File: config.mk
export PLATFORM = sky130hd
export DESIGN_NAME = update_sequencer_flat
export DESIGN_NICKNAME = d
export VERILOG_FILES = /design/src/rtl/update_sequencer_pkg.sv /design/src/rtl/update_sequencer_if.sv /design/src/rtl/update_sequencer.sv /design/src/flat_wrapper.sv
export SDC_FILE = /design/constraint.sdc
export NUM_CORES = 1
export LEC_CHECK = 0
export CAP_MARGIN = 20
export CORE_MARGIN = 5
export CORE_UTILIZATION = 30
export DETAILED_ROUTE_END_ITERATION = 16
export MAX_ROUTING_LAYER = met4
export PLACE_DENSITY = 0.67
export SYNTH_ARGS = -nofsm -noshare
export SYNTH_HDL_FRONTEND = slang
export SYNTH_SLANG_ARGS = --single-unit
File: constraint.sdc
create_clock -name clk -period 11 [get_ports clk]
set_clock_uncertainty 0.05 [all_clocks]
set_input_delay 2.2 -clock clk [delete_from_list [all_inputs] [get_ports clk]]
set_output_delay 2.2 -clock clk [all_outputs]
set_load 0.02 [all_outputs]
File: src/rtl/update_sequencer_pkg.sv
// Shared definitions for the update sequencer and the status engine beside it:
// widths, state encoding, entry status codes and the segment address helper.
package update_sequencer_pkg;

  localparam int KWID    = 104;
  localparam int IDWID   = 8;
  localparam int MASKWID = KWID / 8;
  localparam int DATA    = 2 + IDWID + MASKWID;
  localparam int NSEG    = 8;
  localparam int ADDRWID = 16;
  localparam int TMO     = 4;
  localparam int SEGW    = $clog2(NSEG);

  typedef enum logic [2:0] {
    S_IDLE = 3'd0,
    S_RD   = 3'd1,
    S_CAP  = 3'd2,
    S_STAT = 3'd3,
    S_WR   = 3'd4,
    S_DONE = 3'd5
  } state_t;

  // Top two bits of every RAM word.
  typedef enum logic [1:0] {
    ST_EMPTY  = 2'b00,
    ST_NEW    = 2'b01,
    ST_SHARED = 2'b11
  } status_t;

  // RAM address of one key segment: segment index above the 13 key bits.
  function automatic logic [ADDRWID-1:0] seg_addr(input logic [SEGW-1:0] seg,
                                                  input logic [KWID-1:0] key);
    logic [MASKWID-1:0] kseg;
    kseg = key[seg*MASKWID +: MASKWID];
    return ADDRWID'({seg, kseg});
  endfunction

endpackage

File: src/rtl/update_sequencer_if.sv
// RAM and status-engine signals of the update sequencer; master is the
// sequencer side, slave the RAM/status-engine side.
interface update_sequencer_if;
  import update_sequencer_pkg::*;

  // RAM: o_RAM_Rd is a one-cycle strobe, i_RAM_RData is valid the cycle after
  // it; o_RAM_We is a one-cycle strobe with o_RAM_WData valid in that cycle.
  // Engine: o_Status_En stays high until i_Done is seen (or timeout), and
  // i_SETID_MOD is only meaningful in the cycle i_Done=1.
  logic [ADDRWID-1:0] o_RAM_Addr;
  logic               o_RAM_Rd;
  logic [DATA-1:0]    i_RAM_RData;
  logic               o_RAM_We;
  logic [DATA-1:0]    o_RAM_WData;
  logic               o_Status_En;
  logic [IDWID-1:0]   o_SET_ID;
  logic [MASKWID-1:0] o_Mask_Data;
  logic [DATA-1:0]    o_RAM_Data;
  logic [DATA-1:0]    i_SETID_MOD;
  logic               i_Done;

  modport master (
    output o_RAM_Addr, o_RAM_Rd, o_RAM_We, o_RAM_WData,
    output o_Status_En, o_SET_ID, o_Mask_Data, o_RAM_Data,
    input  i_RAM_RData, i_SETID_MOD, i_Done
  );

  modport slave (
    input  o_RAM_Addr, o_RAM_Rd, o_RAM_We, o_RAM_WData,
    input  o_Status_En, o_SET_ID, o_Mask_Data, o_RAM_Data,
    output i_RAM_RData, i_SETID_MOD, i_Done
  );

endinterface

File: src/rtl/update_sequencer.sv
// Walks the eight key segments of a rule: read the RAM word, hand it to the
// status engine, write back the modified word, counting shared entries.
module update_sequencer #(
  parameter int KWID    = update_sequencer_pkg::KWID,
  parameter int IDWID   = update_sequencer_pkg::IDWID,
  parameter int MASKWID = update_sequencer_pkg::MASKWID,
  parameter int DATA    = update_sequencer_pkg::DATA,
  parameter int NSEG    = update_sequencer_pkg::NSEG,
  parameter int ADDRWID = update_sequencer_pkg::ADDRWID,
  parameter int TMO     = update_sequencer_pkg::TMO
) (
  input  logic                         clk,
  input  logic                         rst,
  input  logic                         i_Start,
  input  logic [KWID-1:0]              i_Key,
  input  logic [IDWID-1:0]             i_SET_ID,
  input  logic [MASKWID-1:0]           i_Mask,
  output logic                         o_Busy,
  output logic                         o_Done,
  output logic                         o_Error,
  output logic [3:0]                   o_Occupied,
  output update_sequencer_pkg::state_t o_State,
  update_sequencer_if.master           bus
);
  import update_sequencer_pkg::state_t, update_sequencer_pkg::status_t;
  import update_sequencer_pkg::S_IDLE, update_sequencer_pkg::S_RD;
  import update_sequencer_pkg::S_CAP, update_sequencer_pkg::S_STAT;
  import update_sequencer_pkg::S_WR, update_sequencer_pkg::S_DONE;
  import update_sequencer_pkg::ST_SHARED;

  localparam int SEGW = $clog2(NSEG);
  localparam int TMOW = $clog2(TMO + 1);
  localparam logic [SEGW-1:0] SEG_LAST = SEGW'(NSEG - 1);
  localparam logic [TMOW-1:0] TMO_LAST = TMOW'(TMO - 1);

  state_t             state, nstate;
  logic [KWID-1:0]    key_q;
  logic [IDWID-1:0]   id_q;
  logic [MASKWID-1:0] mask_q;
  logic [SEGW-1:0]    seg_q;
  logic [TMOW-1:0]    tmo_q;
  logic [DATA-1:0]    hold_q;
  logic [DATA-1:0]    mod_q;
  logic [3:0]         occ_q;
  logic               err_q;
  logic [MASKWID-1:0] key_seg;
  logic               tmo_hit;

  assign key_seg = key_q[seg_q*MASKWID +: MASKWID];
  assign tmo_hit = (tmo_q == TMO_LAST);

  always_ff @(posedge clk or posedge rst) begin
    if (rst) begin
      state  <= S_IDLE;
      key_q  <= '0;
      id_q   <= '0;
      mask_q <= '0;
      seg_q  <= '0;
      tmo_q  <= '0;
      hold_q <= '0;
      mod_q  <= '0;
      occ_q  <= '0;
      err_q  <= 1'b0;
    end else begin
      state <= nstate;
      case (state)
        S_IDLE: begin
          if (i_Start) begin
            key_q  <= i_Key;
            id_q   <= i_SET_ID;
            mask_q <= i_Mask;
            seg_q  <= '0;
            tmo_q  <= '0;
            occ_q  <= '0;
            err_q  <= 1'b0;
          end
        end
        S_CAP: begin
          hold_q <= bus.i_RAM_RData;
          tmo_q  <= '0;
        end
        S_STAT: begin
          // i_Done wins over a timeout landing in the same cycle.
          if (bus.i_Done) begin
            mod_q <= bus.i_SETID_MOD;
          end else if (tmo_hit) begin
            err_q <= 1'b1;
          end else begin
            tmo_q <= tmo_q + 1'b1;
          end
        end
        S_WR: begin
          if (status_t'(mod_q[DATA-1 -: 2]) == ST_SHARED) begin
            occ_q <= occ_q + 4'd1;
          end
          seg_q <= seg_q + 1'b1;
        end
        default: ;
      endcase
    end
  end

  always_comb begin
    nstate          = state;
    o_Busy          = 1'b1;
    o_Done          = 1'b0;
    bus.o_RAM_Rd    = 1'b0;
    bus.o_RAM_We    = 1'b0;
    bus.o_Status_En = 1'b0;
    bus.o_SET_ID    = '0;
    bus.o_Mask_Data = '0;
    bus.o_RAM_Addr  = ADDRWID'({seg_q, key_seg});
    case (state)
      S_IDLE: begin
        o_Busy         = 1'b0;
        bus.o_RAM_Addr = '0;
        if (i_Start) nstate = S_RD;
      end
      S_RD: begin
        bus.o_RAM_Rd = 1'b1;
        nstate       = S_CAP;
      end
      S_CAP: begin
        nstate = S_STAT;
      end
      S_STAT: begin
        bus.o_Status_En = 1'b1;
        bus.o_SET_ID    = id_q;
        bus.o_Mask_Data = mask_q;
        if (bus.i_Done)   nstate = S_WR;
        else if (tmo_hit) nstate = S_DONE;
      end
      S_WR: begin
        bus.o_RAM_We = 1'b1;
        nstate       = (seg_q == SEG_LAST) ? S_DONE : S_RD;
      end
      S_DONE: begin
        o_Done         = 1'b1;
        bus.o_RAM_Addr = '0;
        nstate         = S_IDLE;
      end
      default: begin
        bus.o_RAM_Addr = '0;
        nstate         = S_IDLE;
      end
    endcase
  end

  assign bus.o_RAM_WData = mod_q;
  assign bus.o_RAM_Data  = hold_q;
  assign o_Occupied      = occ_q;
  assign o_Error         = err_q;
  assign o_State         = state;

  rd_we_exclusive: assert property (@(posedge clk) disable iff (rst)
    !(bus.o_RAM_Rd && bus.o_RAM_We));

endmodule

File: src/flat_wrapper.sv
// flat-port wrapper written by rule: the top's interface ports become plain ports
module update_sequencer_flat import update_sequencer_pkg::state_t, update_sequencer_pkg::status_t; import update_sequencer_pkg::S_IDLE, update_sequencer_pkg::S_RD; import update_sequencer_pkg::S_CAP, update_sequencer_pkg::S_STAT; import update_sequencer_pkg::S_WR, update_sequencer_pkg::S_DONE; import update_sequencer_pkg::ST_SHARED;
#(
  parameter int KWID    = update_sequencer_pkg::KWID,
  parameter int IDWID   = update_sequencer_pkg::IDWID,
  parameter int MASKWID = update_sequencer_pkg::MASKWID,
  parameter int DATA    = update_sequencer_pkg::DATA,
  parameter int NSEG    = update_sequencer_pkg::NSEG,
  parameter int ADDRWID = update_sequencer_pkg::ADDRWID,
  parameter int TMO     = update_sequencer_pkg::TMO
)
  (clk, rst, i_Start, i_Key, i_SET_ID, i_Mask, o_Busy, o_Done, o_Error, o_Occupied, o_State, bus_o_RAM_Addr, bus_o_RAM_Rd, bus_o_RAM_We, bus_o_RAM_WData, bus_o_Status_En, bus_o_SET_ID, bus_o_Mask_Data, bus_o_RAM_Data, bus_i_RAM_RData, bus_i_SETID_MOD, bus_i_Done);
  update_sequencer_if bus_i ();
  input  logic clk;
  input  logic rst;
  input  logic i_Start;
  input  logic [KWID-1:0] i_Key;
  input  logic [IDWID-1:0] i_SET_ID;
  input  logic [MASKWID-1:0] i_Mask;
  output logic o_Busy;
  output logic o_Done;
  output logic o_Error;
  output logic [3:0] o_Occupied;
  output update_sequencer_pkg::state_t o_State;
  output wire logic [$bits(bus_i.o_RAM_Addr)-1:0] bus_o_RAM_Addr;
  output wire logic [$bits(bus_i.o_RAM_Rd)-1:0] bus_o_RAM_Rd;
  output wire logic [$bits(bus_i.o_RAM_We)-1:0] bus_o_RAM_We;
  output wire logic [$bits(bus_i.o_RAM_WData)-1:0] bus_o_RAM_WData;
  output wire logic [$bits(bus_i.o_Status_En)-1:0] bus_o_Status_En;
  output wire logic [$bits(bus_i.o_SET_ID)-1:0] bus_o_SET_ID;
  output wire logic [$bits(bus_i.o_Mask_Data)-1:0] bus_o_Mask_Data;
  output wire logic [$bits(bus_i.o_RAM_Data)-1:0] bus_o_RAM_Data;
  input wire logic [$bits(bus_i.i_RAM_RData)-1:0] bus_i_RAM_RData;
  input wire logic [$bits(bus_i.i_SETID_MOD)-1:0] bus_i_SETID_MOD;
  input wire logic [$bits(bus_i.i_Done)-1:0] bus_i_Done;
  assign bus_o_RAM_Addr = bus_i.o_RAM_Addr;
  assign bus_o_RAM_Rd = bus_i.o_RAM_Rd;
  assign bus_o_RAM_We = bus_i.o_RAM_We;
  assign bus_o_RAM_WData = bus_i.o_RAM_WData;
  assign bus_o_Status_En = bus_i.o_Status_En;
  assign bus_o_SET_ID = bus_i.o_SET_ID;
  assign bus_o_Mask_Data = bus_i.o_Mask_Data;
  assign bus_o_RAM_Data = bus_i.o_RAM_Data;
  assign bus_i.i_RAM_RData = bus_i_RAM_RData;
  assign bus_i.i_SETID_MOD = bus_i_SETID_MOD;
  assign bus_i.i_Done = bus_i_Done;
  update_sequencer #(.KWID(KWID), .IDWID(IDWID), .MASKWID(MASKWID), .DATA(DATA), .NSEG(NSEG), .ADDRWID(ADDRWID), .TMO(TMO)) u_core (.clk(clk), .rst(rst), .i_Start(i_Start), .i_Key(i_Key), .i_SET_ID(i_SET_ID), .i_Mask(i_Mask), .o_Busy(o_Busy), .o_Done(o_Done), .o_Error(o_Error), .o_Occupied(o_Occupied), .o_State(o_State), .bus(bus_i));
endmodule
Word-level counts from Yosys, hierarchy flattened
Cells that the tools add are included.
- muxes and demuxes: 25
- $add $sub $neg: 3
- equality and inequality tests: 14
- bitwise operators: 0
- shift-type cells: 1
- reduce and logical (&&, ||, !) cells: 12
- order comparisons: 0
- divide/modulo/power cells: 0
- $mul: 1
- operator list (kind ; count):
    indexed part select 104 x 8 -> 13 bit ; 1
    2-to-1 mux 3 bit ; 7
    2-to-1 mux 16 bit ; 1
    case mux 3 bit (5 select lines) ; 1
    2-to-1 mux 13 bit ; 1
    == test 3 x 2 -> 1 bit (second input constant) ; 3
    == test 3 bit (second input constant) ; 3
    case mux 3 bit (3 select lines) ; 1
    2-to-1 mux 1 bit ; 8
    2-to-1 mux 4 bit ; 2
    2-to-1 mux 8 bit ; 1
    case mux 4 bit (2 select lines) ; 1
    AND reduction 2 bit ; 4
    AND reduction 4 bit ; 2
    multiplier 3 x 4 -> 7 bit (second input constant) ; 1
    adder 3 x 1 -> 3 bit (second input constant) ; 2
    inequality test 2 bit (second input constant) ; 3
    case mux 3 bit (2 select lines) ; 1
    adder 4 x 1 -> 4 bit (second input constant) ; 1
    inequality test 2 x 1 -> 1 bit (second input constant) ; 2
    nonzero test 2 bit ; 2
    OR reduction 4 bit ; 1
    == test 3 x 1 -> 1 bit (second input constant) ; 1
    logical NOT 3 bit ; 1
    other kinds (5) ; 5
- bits in read-only memories: 0
- memories kept: 0
- bits in writable memories: 0
- input port bits: 175
- bits in latches: 0
- flip-flop bits (word level): 185

Logic depth before layout (Yosys ltp)
- depth after elaboration: 4
- mapped depth: 6
- depth with buffers taken out: 5

Worst setup path after synthesis
No wires, ideal clock.
- path type: register to output
- start point: register u_core.state[1], in the netlist u_core.o_State[1]
- end point: output port bus_o_RAM_Addr[10]
- stages on the path, launching flop included: 7
- path slack: 7055 ps
- path buffers: 3
- data arrival time: 1695 ps
- data required time: 8750 ps
- cells stage by stage: dfrtp_1 > or3_1 > buf_2 > and3_1 > buf_2 > buf_6 > o2bb2ai_1
- cells in the longest elaborated chain, start to end: 3
- elaborated cells between the ends (all ways): 6
- those cells by class: eq/ne (4); mux (1); reduce/logical (1)
- ends and longest elaborated chain (what ; line ; source):
    start, declared ; update_sequencer.sv:36 ; state_t state, nstate;
    start signal, assigned ; update_sequencer.sv:65 ; state <= nstate;
    == test 3 x 1 -> 1 bit, or another cell as far along ; update_sequencer.sv:113 ; case (state)
    OR reduction 4 bit (no line) (*) ; - ;
    2-to-1 mux 16 bit (*) ; update_sequencer.sv:113 ;
    end, declared ; flat_wrapper.sv:25 ; output wire logic [$bits(bus_i.o_RAM_Addr)-1:0] bus_o_RAM_Addr;
Mark *: on every way between the ends. The rest lies on a longest branch, timed or not.

Final worst setup path
- start point: register u_core.state[0], in the netlist u_core.o_State[0]
- end point: output port bus_o_RAM_Addr[1]
Same word-level chain as after synthesis.

==> reports/qor.csv <==
metric,value,unit
worst-margin pin slew,0.9251,ns
final instance area,11800,sq um
H-tree levels,4,
global route overflow,0,
fillers,2616,
worst stage delay on the critical path,0.67,ns
Yosys Warn Count,0,
placer congestion estimate,0.8018,
status,"complete, no violations",
FMAX,183.6,MHz
DRT iter0 DRCs,498,
max_cap viols,0,
CP Data Arrival Time,3.20,ns
Die Y,175.0,microns
Yosys top cell by area,dfrtp_1,
Total Power,3.413,mW
Root Buffer,clkbuf_16,
P per Cell Area,289.4,nW/um^2
Placed Area,11100,sq um
die area,30640,sq um
CTS tree,built,
Yosys reg bits,185,
"Area growth, synth to finish",44.34,%
vias post-DR,6355,
post-synth top area share,56.65,%
CTS hold repair buffers,0,
Synth Cell Area,8172,sq um
first-pass GRT wire length,37810,microns
post-route antenna net violation count,0,
final HPWL from detailed placement,17380,microns
Setup CP Type,reg2out,
DR pass1 iterations,4,
average size of a mapped cell,10.30,sq um
clk buf depth,2,
crit end category,output port,
post-route minimum period,5.447,ns
Worst EP required,8.75,ns
asr flop ratio synth,100.0,%
Final Setup Violations,0,
GRT Total Usage,16.20,%
Top delay family on crit path,compound AO/OA/AOI/OAI gates,
port buffer count,270,
"Clk Latency, worst-skew pair",0.42,ns
Rows,60,
cell count after synthesis,793,
vias in the first global route,6661,
postcts setup bufs,0,
Syn Nets,973,
most common flop cell mapped by yosys,dfrtp_1,
layout cells sized above 1,11.73,%
largest net degree at the start of global routing,125,
critical path's slowest cell,clkdlybuf4s50_1,
sequential fraction of the synthesis area,56.65,%
num ports,271,
RSZ-0062 raised after global routing,false,
worst reg2reg setup slack,8.30,ns
number of distinct library cells after synthesis,38,
layout net count,1224,
Die X,175.0,microns
clock-pin slew on the worst setup and hold paths,0.07,ns
post_cts resized,0,
ranking of synthesized cells by area,"dfrtp_1, nand2_1, mux4_2",
final core occ,43.89,%
final wirelength,24210,microns
worst path buffer plus inverter count,1,
DRC,0,
Max-Slew Margin vs Limit,38.33,%
CP startpoint kind,flop,
"EDFF count, synth",0,
effective utilization at floorplan,30.41,%
core area,26880,sq um
final hold viol count,0,
worst-path fanout max,14,
VDD IR max,0.0002153,V
post-route clock period utilization,49.52,%
Num CTS Buffers,17,
Vias/cell,4.543,
worst hold path type,reg2reg,
final setup TNS,0,ns
initial antenna violation count,1,
worst-path cell chain,o21ai_0 > nand3b_1 > o2bb2ai_1 > clkdlybuf4s50_1,
Leakage,5.467,nW
WL per Instance,17.31,microns
clock sink count,185,
Slew Limit Fails,0,
## cell usage after synthesis, drive strengths merged (2+ instances only)
cell type,instances
nand2,383
mux2,49
o2bb2ai,16
nand3b,2
dfrtp,185
clkbuf,3
or3b,2
nor3,2
ha,5
nor2,6
nor3b,2
buf,44
inv,20
and2,22
nand3,3
nand2b,2
a21oi,3
and3,5
mux4,26
o21ai,2
mux2i,3
## power breakdown
| part | internal [mW] | switching, mW | total [mW] |
|---|---|---|---|
| registers | 0.995 | 0.209 | 1.20 |
| clock network | 0.329 | 0.297 | 0.626 |
| logic | 0.776 | 0.807 | 1.58 |
## layout make-up
| class | count | area (sq um) | share of cell area [%] |
|---|---|---|---|
| clock inverter | 14 | 157.7 | 1.337 |
| sequential | 185 | 4631 | 39.26 |
| tap | 341 | 426.7 | 3.617 |
| clock buffer | 18 | 439.2 | 3.723 |
| inverter | 20 | 82.58 | 0.7001 |
| antenna | 1 | 2.502 | 0.02122 |
| multi-input combinational | 541 | 3214 | 27.25 |
| timing repair buffer | 279 | 2841 | 24.09 |
## worst min-delay path, cell delays in order, from the launching register on
cell	delay [ns]
dfrtp_1	0.34
nand2_1	0.05
nand2_1	0.05
## sequential cells by signal, summed over array words and instances (netlist names)
signal and cells:
u_core.key_q 104, u_core.seg_q 3, u_core.o_Error 1, u_core.tmo_q 3, u_core.id_q 8, u_core.bus.o_RAM_WData 23
u_core.o_State 3, u_core.bus.o_RAM_Data 23, u_core.o_Occupied 4, u_core.mask_q 13
## cells in the final DEF (no fill, tap or decap), drive strengths merged
master,n
a21oi,3
a221oi,1
a22o,1
a31oi,1
and2,22
and3,5
and3b,1
buf,9
bufinv,1
clkbuf,18
clkdlybuf4s50,270
clkinv,7
clkinvlp,1
dfrtp,185
diode,1
ha,5
inv,25
mux2,49
mux2i,3
mux4,26
nand2,383
nand2b,2
nand3,3
nand3b,2
nor2,6
nor3,2
nor3b,2
nor4b,1
o21ai,2
o21bai,1
o2bb2ai,16
or3,1
or3b,2
or4b,1
## worst paths after layout
kind,startpoint,endpoint,cells past startpoint
worst max-delay path,u_core.o_State[0],bus_o_RAM_Addr[1],4
worst min-delay path,u_core.id_q[2],u_core.id_q[2],2
worst max register to register,u_core.o_State[2],u_core.bus.o_RAM_WData[12],4
worst min register to register,u_core.id_q[2],u_core.id_q[2],2
max in group asynchronous,rst,u_core.bus.o_RAM_WData[12],3
min in group asynchronous,rst,u_core.bus.o_RAM_WData[9],2
## cell families after synthesis
kind of cell	after synthesis	share of synthesized area [%]
flip-flops	185	56.65
multiplexers	78	14.29
AO/OA/AOI/OAI	25	2.450
AND/OR/NAND/NOR	433	21.73
buffers and inverters	67	4.119
adder cells (fa/ha/maj)	5	0.7656
## stage by stage
step	worst slack, ns	hold slack (ns)	std cells
finish	5.553	0.4167	1399
global route	5.314	0.4366	1399
CTS	5.504	0.4231	1394
detailed placement	5.671	0.4044	1362
global placement	5.697	0.3989	1361
floorplan	3.721	0.3874	793
## per-layer routing
layer / up-vias / global-route usage [%] / part of all wire, %
met1: 3058 / 20.04 / 43
met4: 0 / 3.437 / 1.1
met2: 232 / 26.35 / 48
met5: - / - / 0
met3: 14 / 5.084 / 7.7
li1: 3051 / - / -
Note: power is estimated with default switching activity, not from simulation.
